**config.mk**
```make
export PLATFORM = sky130hd
export DESIGN_NAME = frame_ring_buffer
export DESIGN_NICKNAME = d
export VERILOG_FILES = /design/src/rtl/frame_ring_buffer.sv
export SDC_FILE = /design/constraint.sdc
export NUM_CORES = 1
export LEC_CHECK = 0
export CORE_ASPECT_RATIO = 0.8
export CORE_UTILIZATION = 35
export CTS_CLUSTER_SIZE = 30
export DETAILED_ROUTE_END_ITERATION = 12
export GPL_ROUTABILITY_DRIVEN = 0
export HOLD_SLACK_MARGIN = 0.05
export PLACE_DENSITY = 0.58
export SLEW_MARGIN = 20
export SYNTH_ARGS = -nofsm -noshare
export SYNTH_HDL_FRONTEND = slang
export SYNTH_SLANG_ARGS = --single-unit
```
**constraint.sdc**
```tcl
create_clock -name clk -period 7.15 [get_ports clk]
set_input_delay 2.145 -clock clk [delete_from_list [all_inputs] [get_ports clk]]
set_output_delay 2.145 -clock clk [all_outputs]
set_load 0.02 [all_outputs]
```
**src/rtl/frame_ring_buffer.sv**
```systemverilog
// Ring of NUM_BANKS frame buffers between camera writer and pixel consumer.
// Read data is registered, so it appears one cycle after issue. The consumer can stall reads with pause.
module frame_ring_buffer #(
  parameter  int DATA_W       = 8,
  parameter  int FRAME_PIXELS = 64,
  parameter  int NUM_BANKS    = 2,
  localparam int ADDR_W       = $clog2(FRAME_PIXELS),
  localparam int BANK_W       = (NUM_BANKS > 1) ? $clog2(NUM_BANKS) : 1,
  localparam int CNT_W        = $clog2(NUM_BANKS + 1)
) (
  input  logic              clk,
  input  logic              rst,
  input  logic              clear,
  input  logic              wr_en,
  input  logic [DATA_W-1:0] wr_data,
  output logic              wr_ready,
  output logic              frame_done,
  input  logic              rd_enable,
  input  logic              pause,
  output logic [DATA_W-1:0] rd_data,
  output logic              rd_valid,
  output logic              rd_done,
  output logic [CNT_W-1:0]  frames_stored
);

  typedef enum logic {R_IDLE, R_STREAM} rd_state_t;

  logic [DATA_W-1:0] r_mem [NUM_BANKS][FRAME_PIXELS];

  logic [BANK_W-1:0] r_wb, r_rb;
  logic [ADDR_W-1:0] r_wp, r_rp;
  logic [CNT_W-1:0]  r_cnt;
  rd_state_t         r_state;
  logic              r_frame_done, r_rd_valid, r_rd_done;
  logic [DATA_W-1:0] r_rd_data;

  logic              w_wr_ready, w_wr_acc, w_wr_last;
  logic              w_issue, w_rd_last;
  logic [CNT_W-1:0]  w_cnt_nxt;

  assign w_wr_ready = (r_cnt != CNT_W'(NUM_BANKS));
  assign w_wr_acc   = wr_en && w_wr_ready;
  assign w_wr_last  = w_wr_acc && (r_wp == ADDR_W'(FRAME_PIXELS - 1));
  assign w_issue    = (r_state == R_STREAM) && rd_enable && !pause;
  assign w_rd_last  = w_issue && (r_rp == ADDR_W'(FRAME_PIXELS - 1));

  // Completing and freeing a bank in the same cycle leaves the count unchanged.
  always_comb begin
    w_cnt_nxt = r_cnt;
    if (w_wr_last && !w_rd_last)
      w_cnt_nxt = r_cnt + CNT_W'(1);
    else if (!w_wr_last && w_rd_last)
      w_cnt_nxt = r_cnt - CNT_W'(1);
  end

  always_ff @(posedge clk) begin
    if (w_wr_acc && !rst && !clear)
      r_mem[r_wb][r_wp] <= wr_data;
  end

  always_ff @(posedge clk) begin
    if (rst || clear) begin
      r_wb         <= '0;
      r_wp         <= '0;
      r_rb         <= '0;
      r_rp         <= '0;
      r_cnt        <= '0;
      r_state      <= R_IDLE;
      r_frame_done <= 1'b0;
      r_rd_valid   <= 1'b0;
      r_rd_done    <= 1'b0;
      r_rd_data    <= '0;
    end else begin
      r_cnt        <= w_cnt_nxt;
      r_frame_done <= w_wr_last;
      r_rd_valid   <= w_issue;
      r_rd_done    <= w_rd_last;

      if (w_wr_acc) begin
        if (w_wr_last) begin
          r_wp <= '0;
          r_wb <= (r_wb == BANK_W'(NUM_BANKS - 1)) ? '0 : r_wb + BANK_W'(1);
        end else begin
          r_wp <= r_wp + ADDR_W'(1);
        end
      end

      if (w_issue) begin
        r_rd_data <= r_mem[r_rb][r_rp];
        if (w_rd_last) begin
          r_rp <= '0;
          r_rb <= (r_rb == BANK_W'(NUM_BANKS - 1)) ? '0 : r_rb + BANK_W'(1);
        end else begin
          r_rp <= r_rp + ADDR_W'(1);
        end
      end

      // Stay streaming across a frame boundary when another full bank is ready.
      case (r_state)
        R_IDLE:   if (rd_enable && r_cnt != '0) r_state <= R_STREAM;
        R_STREAM: if (w_rd_last && !(rd_enable && w_cnt_nxt != '0)) r_state <= R_IDLE;
        default:  r_state <= R_IDLE;
      endcase
    end
  end

  assign wr_ready      = w_wr_ready;
  assign frame_done    = r_frame_done;
  assign rd_data       = r_rd_data;
  assign rd_valid      = r_rd_valid;
  assign rd_done       = r_rd_done;
  assign frames_stored = r_cnt;

endmodule
```
After elaboration in Yosys (flattened, before gate mapping):

Memory sizes are Yosys's and may differ from the RTL's. A register that Yosys moved wholly into a read port is not among the register bits.
Cells that the tools add are included.

* bits in registers: 28
* bits in writable memories: 1024
* bits of input ports: 14
* output and inout port bits: 14
* memories kept: 1

* add/subtract/negate cells: 6
* $lt $le $gt $ge: 3
* eq/ne operators: 3
* muxes and demuxes: 18
* bitwise logic cells: 3
* reduce and logical (&&, ||, !) cells: 24

Memories
* r_mem: depth 2, width 512, rd ports 1, clocked after Yosys merged registers in 1, write ports 1, line 28 `logic [DATA_W-1:0] r_mem [NUM_BANKS][FRAME_PIXELS];`

Operators by type and width (number)
* $mux W512: 1
* $bmux W8 S6: 1
* $demux W8 S6: 1
* $mux W8: 3
* $ge A7 B7 Y1 const B: 2
* $not A6 Y7: 2
* $logic_and A1 B1 Y1: 13
* $add A6 B1 Y6 const B: 2
* $eq A6 B6 Y1 const B: 2
* $mux W6: 2
* $lt A7 B1 Y1 const B: 1
* $mux W1: 7
* $logic_not A1 Y1: 6
* $mux W2: 2
* $reduce_and A2 Y1: 2
* $reduce_bool A2 Y1: 2
* $add A1 B1 Y1 const B: 2
* $add A2 B1 Y2 const B: 1
* $ne A2 B2 Y1 const B: 1
* $pmux W1 S2: 1
* $sub A2 B1 Y2 const B: 1
* $logic_or A1 B1 Y1: 1
* $not A1 Y1: 1

Logic depth before layout (Yosys ltp):

* word-level depth: 13
* gate-level depth with buffers: 11
* mapped depth without buffers: 7

Least setup slack after synthesis:

OpenSTA, ideal clock, no wires.

* path type: input to register
* start: in rst
* end: mem r_mem[0][100] (netlist name), enable pin
* library setup time: 370 ps
* arrival time: 3817 ps
* data required time: 6780 ps
* setup slack: 2963 ps
* stages on the path: 6
* path through: or2_2 > clkbuf_1 > nor3_1 > nand3_1 > clkbuf_1 > nor2_1

* word-level cells in the longest chain between the ends: 5

RTL lines
* from (decl): line 12 `input logic rst,`
* $logic_not A1 Y1: line 57 `if (w_wr_acc && !rst && !clear)`
* $logic_and A1 B1 Y1 (2 in a row): line 57
* $mux W1: line 57
* $mux W512 (implied by the code): line 58 `r_mem[r_wb][r_wp] <= wr_data;`
* to (decl): line 28

Every way passes these cells.

Worst setup path in the final report:

* start: in rst
* end: mem r_mem[1][362] (netlist name), enable pin

Same word-level chain as after synthesis.

==> metrics.cfg <==
[detailed_routing]
ant_nets=0
drt_iter0_markers=2869
num_vias=21548
routedWlPerCell_um=29.8
drt-total-wl_um=113000
drt_first_pass_iters=6
drc=0
vias_per_cell=5.67

[worst_setup_path]
crit_path_start=rst
path_max_fanout=20
cp.required_ps=7470
r2r_cells=7
crit_type=input pin to flip-flop
reg2reg_setup_slack_ps=3480
cp.arrival_ps=5320
startpoint_type=input pin
r2r_end=r_mem[1][362]
endpoint=r_mem[1][362]
timing.rr.start=frames_stored[0]
critPathCaptureType=flip-flop

[final_layout]
finalNetCount=2196
drive_gt1_share_pct=17.4
finalNonFillerCells=3800
n_fill_cell=10356
areaGrowthSynthToFinish_pct=12.0
final_common_cell=edfxtp_1
final_cell_mix=1024 x edfxtp_1, 203 x mux2i_1, 162 x mux4_2

[global_route]
grt_pass1_wl_um=161000
track_usage_pct=19.0
grt_pass1_vias=21025
gr-total-overflow=0
antenna_found_initial=5
grt_max_degree=93

[outcome]
status=complete, no violations

[floorplanning]
fp.dieW_um=386
fp-row-count=112
dieArea_um2=120000
start_util_pct=35.4
coreArea_um2=117000
die_h_um=309
io_pins=28

[cts]
cts_resized=0
cts_hold_buffers=0
clockBufferDepth=3
root_buffer=clkbuf_16
cts_tree=yes
cts_sinks=1053
numCtsBuffers=96
htreeDepth=3
clk_pin_slew_ps=60
cts_setup_buffers=0
clock_latency_ps=690

[timing]
timing.final.crit_share_pct=70.0
drv_slew=0
fmax_ghz=0.200
rsz0062_at_grt=false
maxSlewHeadroom_pct=18.3
fin_tns_setup_ps=0
worst_clock_skew_ps=31.7
post-route-min-period_ps=5000
worstMarginPinSlew_ps=1220
hold_violations=0
fin_hold_ws_ps=544
setup_violations=0

[synthesis]
synth_edf_count=1024
syn-num-nets=2151
yosys.cell_types.count=66
synthesis.area_um2=41400
yosysSeqAreaShare_pct=75.7
syn_inst=2133
async_reset_ff_share_pct=0
synth.avg_cell_area_um2=19.4
ys_warn_count=0
synth_area_leaders=edfxtp_1 74%, mux4_2 8.8%, mux2i_1 4.9%
synth.top_cell.area_share_pct=74.3
ys_dominant_reg_cell=edfxtp_1
synth_area_leader_cell=edfxtp_1
synth_seq_cells=1053

[flow_run]
cap_violations=0

[placed_design]
dp_hpwl_um=71600
port_buffers=27
placedCellCount=3619

[power]
leakage_nw=13.4
p_per_area_nw_per_um2=262
finalPower_mw=12.1
vdd_drop_max_mv=0.177

[worst_hold_path]
hp-class=flip-flop to flip-flop

[critical path, stage by stage]
cell and delay, ps:
clkdlybuf4s50_1 430, or2_2 490, nor3_1 650, nand2_1 760, nor2_1 810
[worst min-delay path by stage]
| stage | start | end | slack (ps) | depth (start not counted) |
|---|---|---|---|---|
| floorplan | r_rb | flip-flop | 480 | 2 |
| global placement | r_rb | r_rb | 500 | 2 |
| detailed placement | r_rb | flip-flop | 530 | 2 |
| CTS | r_rb | flip-flop | 550 | 2 |
| global route | r_rb | flip-flop | 590 | 2 |
| finish | r_rb | flip-flop | 540 | 2 |
[routing by layer]
| metal | share of wire [%] | GRT usage, % |
|---|---|---|
| met2 | 42 | 26.2 |
| met1 | 44 | 28.7 |
| met5 | 0.020 | 0 |
| met4 | 2.6 | 5.48 |
| met3 | 12 | 5.80 |
[state kept, by name (all words and copies together) (netlist names), named ones only]
name           flops
frame_done         1
frames_stored      2
rd_valid           1
r_wb               1
r_state            1
r_rb               1
r_wp               6
r_rp               6
rd_done            1
r_mem           1024
rd_data            8
[final cells by class]
| class | count | area, um2 | area share, % |
|---|---|---|---|
| Timing Repair Buffer | 68 | 621 | 1.34 |
| Inverter | 7 | 26.3 | 0.0567 |
| Sequential cell | 1053 | 31300 | 67.6 |
| Antenna cell | 1 | 2.50 | 0.00540 |
| Clock inverter | 51 | 449 | 0.970 |
| Tap cell | 1539 | 1930 | 4.16 |
| Clock buffer | 129 | 2730 | 5.90 |
| Multi-Input combinational cell | 952 | 9230 | 19.9 |
[logic make-up (layout without fill, tap and decap cells)]
kind of cell / Yosys count / in the layout / synth area share [%]
DFF: 1053 / 1053 / 75.7
and+or+nand+nor: 334 / 334 / 3.64
other: 0 / 1 / 0
AOI/OAI and AO/OA: 219 / 219 / 3.89
muxes: 386 / 386 / 14.4
adders and majority gates: 6 / 6 / 0.169
buffers and inverters: 128 / 255 / 1.99
xor gates and xnor gates: 7 / 7 / 0.148
[Yosys cell counts, types with 5 or more instances]
| cell type | instances |
|---|---|
| buf_6 | 25 |
| o21ai_0 | 7 |
| buf_1 | 5 |
| a221o_1 | 5 |
| mux4_2 | 162 |
| a22oi_1 | 77 |
| o22ai_1 | 18 |
| inv_1 | 7 |
| nand2_1 | 67 |
| a31oi_1 | 17 |
| mux2_2 | 17 |
| mux2i_1 | 203 |
| nor2_1 | 158 |
| dfxtp_1 | 29 |
| clkbuf_1 | 55 |
| o22a_1 | 6 |
| nand4_1 | 20 |
| a211oi_1 | 18 |
| a21oi_1 | 30 |
| nand3_1 | 36 |
| a221oi_1 | 6 |
| buf_2 | 19 |
| edfxtp_1 | 1024 |
| or3_1 | 6 |
| nor3_1 | 7 |
| buf_4 | 10 |
| o32a_1 | 6 |
| nand3b_1 | 6 |
| nor2b_1 | 13 |
[power by group]
part / internal, mW / leakage, nW / switching (mW)
logic: 0.0168 / 2.40 / 0.146
clock network: 2.94 / 1.56 / 2.26
registers: 6.76 / 9.44 / 0.00197
[stage by stage]
stage / setup WS [ps] / instance area [um2] / util [%]
finish: 2150 / 46300 / 39.6
CTS: 2240 / 46300 / 39.6
floorplan: 2960 / 41400 / -
global placement: 1490 / 43100 / 36.9
global route: 2030 / 46300 / 39.6
detailed placement: 1480 / 43100 / 36.9
Note: power is estimated with default switching activity, not from simulation.
